--- src/rtl/alu_muldiv.sv ---
//==============================================================================
// Module   : alu_muldiv
// Purpose  : Iterative RV32M multiply/divide unit (shift-add / restoring).
// Revision : 1.0
//==============================================================================
`default_nettype none

module alu_muldiv #(
   parameter int WIDTH = 32,
   parameter int CNT_W = $clog2(WIDTH)
) (
   input  logic             clk,
   input  logic             rst_n,
   input  logic             in_valid,
   output logic             in_ready,
   input  logic [2:0]       op,
   input  logic [WIDTH-1:0] opA,
   input  logic [WIDTH-1:0] opB,
   output logic             out_valid,
   input  logic             out_ready,
   output logic [WIDTH-1:0] result,
   output logic             busy
);

   localparam logic [2:0] OP_MUL    = 3'b000;
   localparam logic [2:0] OP_MULH   = 3'b001;
   localparam logic [2:0] OP_MULHSU = 3'b010;
   localparam logic [2:0] OP_DIV    = 3'b100;
   localparam logic [2:0] OP_REM    = 3'b110;

   localparam logic [CNT_W-1:0] LAST    = CNT_W'(WIDTH - 1);
   localparam logic [WIDTH-1:0] MIN_NEG = {1'b1, {(WIDTH-1){1'b0}}};

   typedef enum logic [1:0] {
      S_IDLE = 2'b00,
      S_CALC = 2'b01,
      S_DONE = 2'b10
   } state_t;

   state_t             state_q;
   logic [2:0]         op_q;
   logic [WIDTH-1:0]   acc_q;
   logic [WIDTH-1:0]   lo_q;
   logic [WIDTH-1:0]   opnd_q;
   logic [CNT_W-1:0]   cnt_q;
   logic               negq_q;
   logic               negr_q;
   logic [WIDTH-1:0]   result_q;
   logic               in_ready_q;
   logic               out_valid_q;
   logic               busy_q;

   logic               a_neg;
   logic               b_neg;
   logic [WIDTH-1:0]   a_mag;
   logic [WIDTH-1:0]   b_mag;
   logic               fast;
   logic [WIDTH-1:0]   fast_res;

   logic [WIDTH:0]     mul_sum;
   logic [WIDTH:0]     rem_sh;
   logic [WIDTH:0]     rem_diff;
   logic               rem_ge;
   logic [WIDTH-1:0]   acc_d;
   logic [WIDTH-1:0]   lo_d;
   logic [2*WIDTH-1:0] prod_s;
   logic [WIDTH-1:0]   quo_s;
   logic [WIDTH-1:0]   rem_s;
   logic [WIDTH-1:0]   res_d;

   // Request decode: operand magnitudes, sign flags and the no-iteration cases.
   always_comb begin
      a_neg    = 1'b0;
      b_neg    = 1'b0;
      fast     = 1'b0;
      fast_res = '0;
      if (op == OP_MULH || op == OP_MULHSU || op == OP_DIV || op == OP_REM)
         a_neg = opA[WIDTH-1];
      if (op == OP_MULH || op == OP_DIV || op == OP_REM)
         b_neg = opB[WIDTH-1];
      a_mag = a_neg ? -opA : opA;
      b_mag = b_neg ? -opB : opB;
      if (op[2] && opB == '0) begin
         fast     = 1'b1;
         fast_res = op[1] ? opA : '1;
      end else if (op[2] && !op[0] && opA == MIN_NEG && opB == '1) begin
         fast     = 1'b1;
         fast_res = op[1] ? '0 : opA;
      end
   end

   // One iteration: acc holds product-high / partial remainder, lo holds
   // multiplier-then-product-low / dividend-then-quotient.
   always_comb begin
      mul_sum  = {1'b0, acc_q} + {1'b0, (lo_q[0] ? opnd_q : '0)};
      rem_sh   = {acc_q, lo_q[WIDTH-1]};
      rem_diff = rem_sh - {1'b0, opnd_q};
      rem_ge   = ~rem_diff[WIDTH];
      if (op_q[2]) begin
         acc_d = rem_ge ? rem_diff[WIDTH-1:0] : rem_sh[WIDTH-1:0];
         lo_d  = {lo_q[WIDTH-2:0], rem_ge};
      end else begin
         acc_d = mul_sum[WIDTH:1];
         lo_d  = {mul_sum[0], lo_q[WIDTH-1:1]};
      end
      prod_s = negq_q ? -{acc_d, lo_d} : {acc_d, lo_d};
      quo_s  = negq_q ? -lo_d : lo_d;
      rem_s  = negr_q ? -acc_d : acc_d;
      if (op_q[2])
         res_d = op_q[1] ? rem_s : quo_s;
      else if (op_q == OP_MUL)
         res_d = prod_s[WIDTH-1:0];
      else
         res_d = prod_s[2*WIDTH-1:WIDTH];
   end

   always_ff @(posedge clk) begin
      if (!rst_n) begin
         state_q     <= S_IDLE;
         op_q        <= '0;
         acc_q       <= '0;
         lo_q        <= '0;
         opnd_q      <= '0;
         cnt_q       <= '0;
         negq_q      <= 1'b0;
         negr_q      <= 1'b0;
         result_q    <= '0;
         in_ready_q  <= 1'b1;
         out_valid_q <= 1'b0;
         busy_q      <= 1'b0;
      end else begin
         case (state_q)
            S_IDLE: begin
               if (in_valid && in_ready_q) begin
                  op_q       <= op;
                  acc_q      <= '0;
                  cnt_q      <= '0;
                  negq_q     <= a_neg ^ b_neg;
                  negr_q     <= a_neg;
                  lo_q       <= op[2] ? a_mag : b_mag;
                  opnd_q     <= op[2] ? b_mag : a_mag;
                  in_ready_q <= 1'b0;
                  busy_q     <= 1'b1;
                  if (fast) begin
                     result_q    <= fast_res;
                     out_valid_q <= 1'b1;
                     state_q     <= S_DONE;
                  end else begin
                     state_q     <= S_CALC;
                  end
               end
            end
            S_CALC: begin
               acc_q <= acc_d;
               lo_q  <= lo_d;
               if (cnt_q == LAST) begin
                  result_q    <= res_d;
                  out_valid_q <= 1'b1;
                  state_q     <= S_DONE;
               end else begin
                  cnt_q <= cnt_q + CNT_W'(1);
               end
            end
            S_DONE: begin
               if (out_ready) begin
                  out_valid_q <= 1'b0;
                  in_ready_q  <= 1'b1;
                  busy_q      <= 1'b0;
                  state_q     <= S_IDLE;
               end
            end
            default: begin
               state_q     <= S_IDLE;
               in_ready_q  <= 1'b1;
               out_valid_q <= 1'b0;
               busy_q      <= 1'b0;
            end
         endcase
      end
   end

   assign in_ready  = in_ready_q;
   assign out_valid = out_valid_q;
   assign result    = result_q;
   assign busy      = busy_q;

endmodule

`default_nettype wire
--- config.mk ---
export PLATFORM = sky130hd
export DESIGN_NAME = alu_muldiv
export DESIGN_NICKNAME = d
export VERILOG_FILES = /design/src/rtl/alu_muldiv.sv
export SDC_FILE = /design/constraint.sdc
export NUM_CORES = 1
export LEC_CHECK = 0
export CELL_PAD_IN_SITES_DETAIL_PLACEMENT = 1
export CELL_PAD_IN_SITES_GLOBAL_PLACEMENT = 1
export CORE_MARGIN = 4
export CORE_UTILIZATION = 45
export DETAILED_ROUTE_END_ITERATION = 8
export PLACE_DENSITY = 0.89
export SETUP_SLACK_MARGIN = 0.4
export SYNTH_ARGS = -nofsm -noshare
export SYNTH_HDL_FRONTEND = slang
export SYNTH_SLANG_ARGS = --single-unit
--- constraint.sdc ---
create_clock -name clk -period 5.95 [get_ports clk]
set_input_delay 0.595 -clock clk [delete_from_list [all_inputs] [get_ports clk]]
set_output_delay 0.595 -clock clk [all_outputs]
set_load 0.05 [all_outputs]
==> metrics <==
vias in the first global route=19605; hpwl dp=roughly 64 mm; CTS Buf Count=17; first-pass GRT wire length=approximately 120 mm; fmax=0.189 GHz; DR DRC count=0; cell area after placement=0.0181 mm2; Top Family by Delay on Critical Path=compound AO/OA/AOI/OAI gates; Worst Path Required=between 6 and 7 ns; Starting DRT DRC Count=2488; Area Overhead vs Synth=13.2%; maximum VDD drop=0.000159 V; largest net degree at the start of global routing=around 80; layout cells sized above 1=8.29%; mux contribution to synthesized area=3.00%; GRT Util Overall=approximately two fifths; RSZ-0062 raised after global routing=true; GP Congestion=1.03; critical path class=register to register; Arr. time, crit path=5.62 ns; crit-path max FO=16; slowest stage delay, CP=roughly 0.63 ns; fin area=0.0188 mm2; Clock Latency Late Sink=0.46 ns; Setup TNS=0 ns; EDFF count, synth=0; fillers=approximately 4700; Worst Tran Pin Value=1.28 ns; CTS tree=built; TritonRoute pass-1 iters=8; Clk pin slew, worst setup/hold paths=0.07 ns; Reg area=around 0.0029 mm2; post-route setup slack=0.663 ns; mapped cell area=0.0166 mm2; clk root buf=clkbuf_16; Syn Nets=2531; Placed Instances=2869; post-synthesis adder-cell area fraction=5.61%; Layout Skew=about 0.014 ns; Post-Synth Simple-Gate Area=between 20% and 30%; Yosys reg bits=143; Final Non-Filler Cells=2908; initial core utilization=45.5%; Final period util=88.9%; Die Area=0.0399 mm2; IO buf count=105; Final Setup Violations=0; die height=between 150 and 200 um; Synth Area in XOR/XNOR=8.67%; Cell variety after synth=approximately 110; PD cells=222 mW/mm2; final hold violations=0; status=finished, final reports clean; Core ar.=0.0364 mm2; Slew headroom=roughly 14%; area of the multi-input gates=roughly 0.013 mm2; Place WS=roughly 0.53 ns; cts hold-fix bufs=0; Leak=approximately 7 nW; Overflow after GRT=0; crit path cell chain=inv_1 > ha_1 > inv_1 > fa_1 > a211oi_2 > nor3_1 > o211ai_1 > a21boi_2 > o21ai_2 > buf_4 > a21oi_1 > a311oi_2 > and4b_2 > nand4_1 > buf_4 > nand3_1 > o21ai_0 > a221oi_1 > a21oi_1; CP endpoint kind=register; routed length per instance=27.9 um; CTS Sinks=between 100 and 150; nets=between 2000 and 3000; post-synthesis sequential area ratio=between 10% and 20%; via count=20058; Yosys warning total=0; Std-Cell Rows=70; CP Launch Type=register; async set-reset flop share out of synthesis=0%; syn_area_per_cell=6.94 um2; WP buf/inv=4; Die X-Extent=~200 um; clock period minus worst slack=5.29 ns; Pins Over Slew Limit=0; Tightest Hold Check Type=register to register; Max clock buf depth=2; htree depth=4; CP max-delay cell=a311oi_2; final core occ=about 50%; num ports=106; initial antenna violation count=2; total of max-cap violations=0; ys flop type=dfxtp_1; Total Power=4.17 mW; Mapped Cells=2387; Routed WL=slightly above 80 mm; combinational family with the most area after synthesis=compound AO/OA/AOI/OAI gates; Hold WS=0.480 ns; Routed Antenna Nets=0; compound-cell area share of the yosys netlist=33.5%; Via density=6.90
==> sequential cells by signal, indices dropped and copies added (netlist names) <==
name	count
lo_q	32
op_q	3
cnt_q	5
in_ready	1
negr_q	1
busy	1
acc_q	32
result	32
negq_q	1
state_q	2
out_valid	1
opnd_q	32
==> layer usage <==
layer	wire, um	track usage (%)
met5	0	0
met3	8550	9.82
met2	35600	61.2
met1	32100	50.6
met4	4970	19.6
==> cell usage in the layout (no fill, tap or decap), types with 17 or more instances in the layout <==
cell type / count
nor2_1: 258
o21bai_1: 21
nand2b_1: 18
mux2i_1: 26
o21ai_0: 163
a21o_1: 21
ha_1: 71
nor3_1: 75
and2_1: 64
nand4_1: 40
or3_1: 27
o21ai_1: 19
buf_4: 73
clkdlybuf4s50_1: 104
nor4_1: 25
nand2_1: 256
a221oi_1: 22
a211oi_1: 37
o31ai_1: 37
nand3_1: 60
a21oi_1: 227
mux2_2: 19
xor2_1: 78
dfxtp_1: 141
o211ai_1: 62
clkbuf_16: 17
a31oi_1: 47
xnor2_1: 86
inv_1: 60
==> area by class of cell <==
cell class | instances | share of cell area [%]
Antenna cell | 2 | 0.0267
Clock buffer | 19 | 2.36
Clock inverter | 13 | 0.874
Inverter | 64 | 1.29
Multi-Input combinational cell | 2020 | 68.4
Sequential cell | 143 | 15.3
Tap cell | 468 | 3.12
Timing Repair Buffer | 179 | 8.61
==> logic make-up after synthesis <==
family,after synthesis
and+or+nand+nor,909
adders and majority gates,73
AOI/OAI and AO/OA,827
xor gates and xnor gates,164
buffers and inverters,224
DFF,143
muxes,47
==> worst paths after layout <==
| path | depth (start not counted) | end | slack (ns) | from |
|---|---|---|---|---|
| setup / recovery | 19 | result[19]$_SDFFE_PN0P_ | 0.66 | lo_q[31]$_SDFFE_PN0P_ |
| hold / removal | 2 | opnd_q[23]$_SDFFE_PN0P_ | 0.48 | opnd_q[23]$_SDFFE_PN0P_ |
| setup reg to reg | 19 | result[19]$_SDFFE_PN0P_ | 0.66 | lo_q[31]$_SDFFE_PN0P_ |
| hold reg to reg | 2 | opnd_q[23]$_SDFFE_PN0P_ | 0.48 | opnd_q[23]$_SDFFE_PN0P_ |
==> timing repair <==
item,CTS,global route
resized for setup,0,5
setup endpoints to repair,0,15
setup buffers,0,5
==> tightest hold or removal path: stages (launching register included) <==
cell and delay, ns:
dfxtp_1 0.32, nand2_1 0.06, a21oi_1 0.05
==> cells in the mapped netlist (all sizes together) (6+ instances only) <==
cell	number	area, um2
nor2	263	1000
nand2	257	972
a21oi	228	1150
o21ai	185	933
dfxtp	143	2860
clkbuf	101	380
xnor2	86	753
nor3	78	395
xor2	78	683
ha	71	888
and2	64	400
inv	62	233
nand3	62	320
o211ai	62	465
buf	59	308
a31oi	49	328
a211oi	42	343
nand4	41	272
o31ai	39	312
or3	29	186
a221oi	27	268
nor4	27	190
mux2i	26	260
a21o	21	158
mux2	21	236
o21bai	21	158
nand2b	19	119
nor2b	17	106
o41ai	13	151
a2111oi	12	136
and3	12	75.1
a22oi	11	82.6
o21a	11	82.6
o221ai	11	96.3
a311oi	10	106
or2	10	62.6
a211o	9	78.8
o22ai	9	56.3
or4	8	60.1
a21boi	6	48.8
nor4b	6	52.6
o211a	6	60.1
==> power by group <==
group          internal, mW  switching, mW  leakage [nW]
logic                 0.625           1.29          5.39
registers              1.01         0.0811          1.16
clock network         0.671          0.495         0.282
Power figures use the tool's default switching activity.
